File: config.mk
export PLATFORM = sky130hd
export DESIGN_NAME = ov_capture_ctrl
export DESIGN_NICKNAME = d
export VERILOG_FILES = /design/src/rtl/ov_pkg.sv /design/src/rtl/ov_sync_edge.sv /design/src/rtl/ov_capture_ctrl.sv
export SDC_FILE = /design/constraint.sdc
export NUM_CORES = 1
export LEC_CHECK = 0
export ABC_CLOCK_PERIOD_IN_PS = 2400
export CORE_MARGIN = 3
export CORE_UTILIZATION = 48
export CTS_BUF_LIST = sky130_fd_sc_hd__clkbuf_2 sky130_fd_sc_hd__clkbuf_4 sky130_fd_sc_hd__clkbuf_8
export CTS_CLUSTER_SIZE = 28
export DETAILED_ROUTE_END_ITERATION = 12
export PLACE_DENSITY = 0.69
export SETUP_SLACK_MARGIN = 0.02
export SYNTH_ARGS = -nofsm -noshare
export SYNTH_HDL_FRONTEND = slang
export SYNTH_HIERARCHICAL = 1
export SYNTH_SLANG_ARGS = --single-unit
File: constraint.sdc
create_clock -name clk_24MHz -period 2.4 [get_ports clk_24MHz]
set_clock_uncertainty 0.1 [all_clocks]
set_input_delay 0.24 -clock clk_24MHz [delete_from_list [all_inputs] [get_ports clk_24MHz]]
set_output_delay 0.24 -clock clk_24MHz [all_outputs]
set_load 0.005 [all_outputs]
File: src/rtl/ov_pkg.sv
// ov_pkg: shared state encoding, timeout default and frame geometry for the OV capture path
package ov_pkg;

    typedef enum logic [2:0] {
        S_IDLE,
        S_ARM,
        S_WRST,
        S_WRITE,
        S_HANDOFF,
        S_READING
    } state_t;

    localparam logic [23:0] VSYNC_TIMEOUT_DEF = 24'd2_400_000;
    localparam int          FRAME_W           = 320;
    localparam int          FRAME_H           = 240;
    localparam int          BYTES_PER_PIX     = 2;
    localparam int          FRAME_BYTES       = FRAME_W * FRAME_H * BYTES_PER_PIX;

endpackage

File: src/rtl/ov_sync_edge.sv
// ov_sync_edge: 2-flop synchroniser for the raw VSYNC with single-cycle rise/fall pulses
module ov_sync_edge (
    input  logic clk_24MHz,
    input  logic rst_n,
    input  logic i_async,
    output logic o_rise,
    output logic o_fall
);

    logic r_meta;
    logic r_sync;
    logic r_prev;

    always_ff @(posedge clk_24MHz or negedge rst_n) begin
        if (!rst_n) begin
            r_meta <= 1'b0;
            r_sync <= 1'b0;
            r_prev <= 1'b0;
        end else begin
            r_meta <= i_async;
            r_sync <= r_meta;
            r_prev <= r_sync;
        end
    end

    assign o_rise = r_sync & ~r_prev;
    assign o_fall = ~r_sync & r_prev;

endmodule

File: src/rtl/ov_capture_ctrl.sv
// ov_capture_ctrl: sequences one VSYNC-framed FIFO write per capture request and hands it to the reader
module ov_capture_ctrl
    import ov_pkg::*;
#(
    parameter logic [23:0] VSYNC_TIMEOUT = VSYNC_TIMEOUT_DEF
) (
    input  logic       clk_24MHz,
    input  logic       rst_n,
    input  logic       initialized,
    input  logic       vsync,
    input  logic       capture_req,
    input  logic       continuous,
    input  logic       frame_read,
    output logic       new_frame,
    output logic       fifo_wen,
    output logic       fifo_wrst_n,
    output logic       busy,
    output logic       timeout_err,
    output logic [7:0] frames_captured
);

    state_t      r_state;
    state_t      w_next;
    logic        w_rise;
    logic        w_fall;
    logic        w_go;
    logic        w_timed;
    logic        w_next_timed;
    logic        w_expire;
    logic        w_reload;
    logic        r_pending;
    logic        r_timeout;
    logic [7:0]  r_frames;
    logic [23:0] r_cnt;

    ov_sync_edge u_sync (
        .clk_24MHz (clk_24MHz),
        .rst_n     (rst_n),
        .i_async   (vsync),
        .o_rise    (w_rise),
        .o_fall    (w_fall)
    );

    assign w_timed      = r_state inside {S_ARM, S_WRST, S_WRITE};
    assign w_next_timed = w_next inside {S_ARM, S_WRST, S_WRITE};
    assign w_expire     = w_timed && (r_cnt >= VSYNC_TIMEOUT);
    assign w_go         = (r_state == S_IDLE) && initialized && frame_read &&
                          (capture_req || r_pending || continuous);
    assign w_reload     = (w_next != r_state) || w_rise || w_fall;

    always_comb begin
        w_next = r_state;
        case (r_state)
            S_IDLE:    w_next = w_go ? S_ARM : S_IDLE;
            S_ARM:     w_next = w_rise ? S_WRST : S_ARM;
            S_WRST:    w_next = w_fall ? S_WRITE : S_WRST;
            S_WRITE:   w_next = w_rise ? S_HANDOFF : S_WRITE;
            S_HANDOFF: w_next = frame_read ? S_HANDOFF : S_READING;
            S_READING: w_next = frame_read ? S_IDLE : S_READING;
            default:   w_next = S_IDLE;
        endcase
        if (!initialized || w_expire) w_next = S_IDLE;
        // outputs decode state only, so an async reset drops fifo_wen immediately
        new_frame       = r_state == S_HANDOFF;
        fifo_wen        = (r_state == S_WRITE) && frame_read;
        fifo_wrst_n     = r_state != S_WRST;
        busy            = r_state != S_IDLE;
        timeout_err     = r_timeout;
        frames_captured = r_frames;
    end

    always_ff @(posedge clk_24MHz or negedge rst_n) begin
        if (!rst_n) begin
            r_state   <= S_IDLE;
            r_pending <= 1'b0;
            r_timeout <= 1'b0;
            r_frames  <= 8'd0;
            r_cnt     <= 24'd0;
        end else begin
            r_state   <= w_next;
            r_pending <= w_go ? 1'b0 : (capture_req | r_pending);
            r_timeout <= w_go ? 1'b0 : (r_timeout | (w_expire & initialized));
            if ((r_state == S_WRITE) && (w_next == S_HANDOFF)) r_frames <= r_frames + 8'd1;
            // counts cycles since the last state entry or vsync edge, starting at 1
            r_cnt     <= !w_next_timed ? 24'd0 : w_reload ? 24'd1 : r_cnt + 24'd1;
        end
    end

endmodule

==> results.yml <==
cells_and_area:
  area_growth_syn_to_layout_pct: 16.8
  drive_above_1_share_pct: 9.40
  fillerInstances: 318
  n_antenna_cell: 0
  final_area_um2: 2410
  seq_area_um2: 1000
  nets: 244
  multi_input_comb_area_um2: 1010
route:
  ant_nets: 0
  wl_mm: 3.82
  drt-pass1-iter-count: 4
  via_per_inst: 5.39
  route.detailed.drc: 0
  drtIter0Drc: 114
  avgRoutedWirePerCell_um: 13.5
  num_vias: 1531
logic_synthesis:
  syn_area_per_cell_um2: 9.91
  synth-edff-count: 0
  synth_cell_types: 43
  syn_area_um2: 2060
  synth_warnings: 6
  syn_inst: 208
  ys.flop_type: "dfrtp_1"
  synthArstFlopShare_pct: 100
  yosysSeqAreaShare_pct: 48.6
  synth-seq-cells: 40
run:
  maxCapViolCount: 0
placement:
  dpl_worst_slack_ns: 0.212
  hpwl_mm: 2.67
  gp_congestion: 0.880
  portBuffers: 19
  place_area_um2: 2320
floorplan:
  start_util_pct: 50.8
  ios: 20
  die_h_um: 71.5
  dieArea_um2: 5120
  die_w_um: 71.5
  num_rows: 23
  core_area_um2: 4060
sta:
  layout_min_cycle_time_ns: 2.18
  fin_crit_sh_pct: 90.7
  rsz0062_at_grt: "false"
  worst_pin_slew_ns: 0.855
  fin_ws_ns: 0.224
  hold_violations: 0
  max-slew-margin-rel_pct: 43.0
  fmaxAchievable_mhz: 460
  setup_viol: 0
  fin_tns_setup_ns: 0
  slew_violations: 0
setup_path:
  cp_slowest_cell: "clkdlybuf4s50_1"
  startpoint_type: "flop"
  crit_chain: "buf_4 > nor2_1 > and2_1 > clkdlybuf4s50_1"
  crit_type: "reg2out"
  arrival_ns: 1.84
  required_ns: 2.06
  worstPathMaxFanout: 13
  worst-r2r-cell-count: 4
  crit_path_end_kind: "primary output"
  slowest_delay_ns: 0.49
cts:
  htree_levels: 2
  cts.sink_count: 40
  cts_tree: "done"
  cts_root_buf: "clkbuf_8"
  path_clk_slew_ns: 0.07
  cts_buffer_depth: 2
  cts_buffers: 5
  clk_latency_ns: 0.29
global_route:
  track_usage_pct: 16.5
  antenna_found_initial: 0
  grt_max_degree: 41
  grt_pass1_vias: 1454
  grt_pass1_wl_mm: 6.64
  grt-ovfl-total: 0
power_and_ir_drop:
  p_leak_uw: 0.000939
  ir_drop_mv: 0.411
  finalPower_uw: 1190
  powerDensity_nw_per_um2: 493
min_path:
  min_path_cells: 0
  hp-class: "reg2reg"
status:
  status: "complete, no violations"
## kinds of logic (layout without fill, tap and decap cells)
kind of cell | after synthesis | count (layout) | share of synthesized area (%)
flops | 40 | 40 | 48.6
mux | 1 | 1 | 0.546
fa+ha+maj | 3 | 3 | 1.82
simple gates | 102 | 102 | 26.2
xor+xnor | 28 | 28 | 11.9
compound gates | 21 | 21 | 8.38
other cells | 1 | 2 | 0.182
buf+inv | 12 | 37 | 2.37
## layer usage
metal	wire length [um]	up-vias	GRT usage [%]
li1	-	772	-
met1	1910	726	24.3
met2	1710	27	22.9
met3	138	6	5.05
met4	62	0	6.26
met5	0	-	0
## report_power, final
group / internal (uW) / switching [uW] / leakage [uW]
Sequential: 683 / 4.80 / 0.000543
Combinational: 31.5 / 40.7 / 0.000352
Clock: 209 / 217 / 0.0000445
## synthesized netlist by cell type (2+ instances only)
library cell	instances	share of area, %
dfrtp_1	40	49
xnor2_1	20	8.5
o31ai_1	2	0.73
nand4_1	10	3.0
ha_1	3	1.8
nor3_1	10	2.4
or2_2	2	0.61
nand2_1	12	2.2
o21ai_0	4	0.97
clkbuf_1	3	0.55
buf_2	3	0.73
nor2_1	32	5.8
or3_1	2	0.61
xor2_1	8	3.4
and2_1	4	1.2
a211oi_1	2	0.73
a21oi_1	3	0.73
inv_1	6	1.1
nand3_1	9	2.2
and3_1	3	0.91
a31oi_1	2	0.61
nor2b_1	4	1.2
and4_1	3	1.3
nor3b_1	2	0.73
## per-stage QoR
step           utilization, %  hold slack [ns]  cells
6_report                 59.3            0.257    284
2_1_floorplan               -           -0.156    209
5_1_grt                  59.3            0.263    284
3_5_place_dp             57.1            0.239    276
3_3_place_gp             57.1            0.254    276
4_1_cts                  59.3            0.259    284
## worst max-delay path: cells and delay by family (launching register included)
kind / cells / cell delay [ns]
and+or+nand+nor: 2 / 0.49
buffers and inverters: 2 / 0.67
DFF: 1 / 0.39
## registers in the layout (all words and copies together), names as in the netlist
name	cells
r_pending	1
timeout_err	1
frames_captured	8
u_sync/r_meta	1
r_cnt	24
r_state	3
u_sync/r_sync	1
u_sync/r_prev	1
## what timing repair did
action | 4_1_cts | 5_1_grt
hold buffers | 1 | 0
setup buffers | 0 | 0
resized for setup | 0 | 0
setup endpoints to repair | 0 | 1
hold endpoints to repair | 17 | 0
## placed cells by master, fill, tap and decap left out, types with 2 or more instances in the layout
cell type        netlist  routed
a211oi_1               2       2
a21oi_1                3       3
a31oi_1                2       2
and2_1                 4       4
and3_1                 3       3
and4_1                 3       3
buf_4                  0       4
clkbuf_8               0       5
clkdlybuf4s50_1        0      18
conb_1                 1       2
dfrtp_1               40      40
ha_1                   3       3
inv_1                  6       6
nand2_1               12      12
nand3_1                9       9
nand4_1               10      10
nor2_1                32      32
nor2b_1                4       4
nor3_1                10      10
nor3b_1                2       2
o21ai_0                4       4
o31ai_1                2       2
or2_2                  2       2
or3_1                  2       2
xnor2_1               20      20
xor2_1                 8       8
## path summary, 6_finish.rpt
kind	start	endpoint	slack [ns]
worst min register to register	u_sync/r_meta$_DFF_PN0_	u_sync/r_sync$_DFF_PN0_	0.26
worst max-delay path	r_state[0]$_DFF_PN0_	new_frame	0.22
worst max register to register	r_cnt[10]$_DFF_PN0_	frames_captured[1]$_DFFE_PN0P_	0.25
max in group asynchronous	rst_n	r_cnt[23]$_DFF_PN0_	1.17
min in group asynchronous	rst_n	r_cnt[16]$_DFF_PN0_	0.49
worst min-delay path	u_sync/r_meta$_DFF_PN0_	u_sync/r_sync$_DFF_PN0_	0.26
## final cells by class
type / instances / area share [%]
clock inverter: 1 / 0.208
inverter: 6 / 0.936
timing repair buffer: 24 / 9.36
tap: 50 / 2.60
multi-input combinational: 157 / 42.2
sequential: 40 / 41.6
clock buffer: 6 / 3.17
Note: power is estimated with default switching activity, not from simulation.
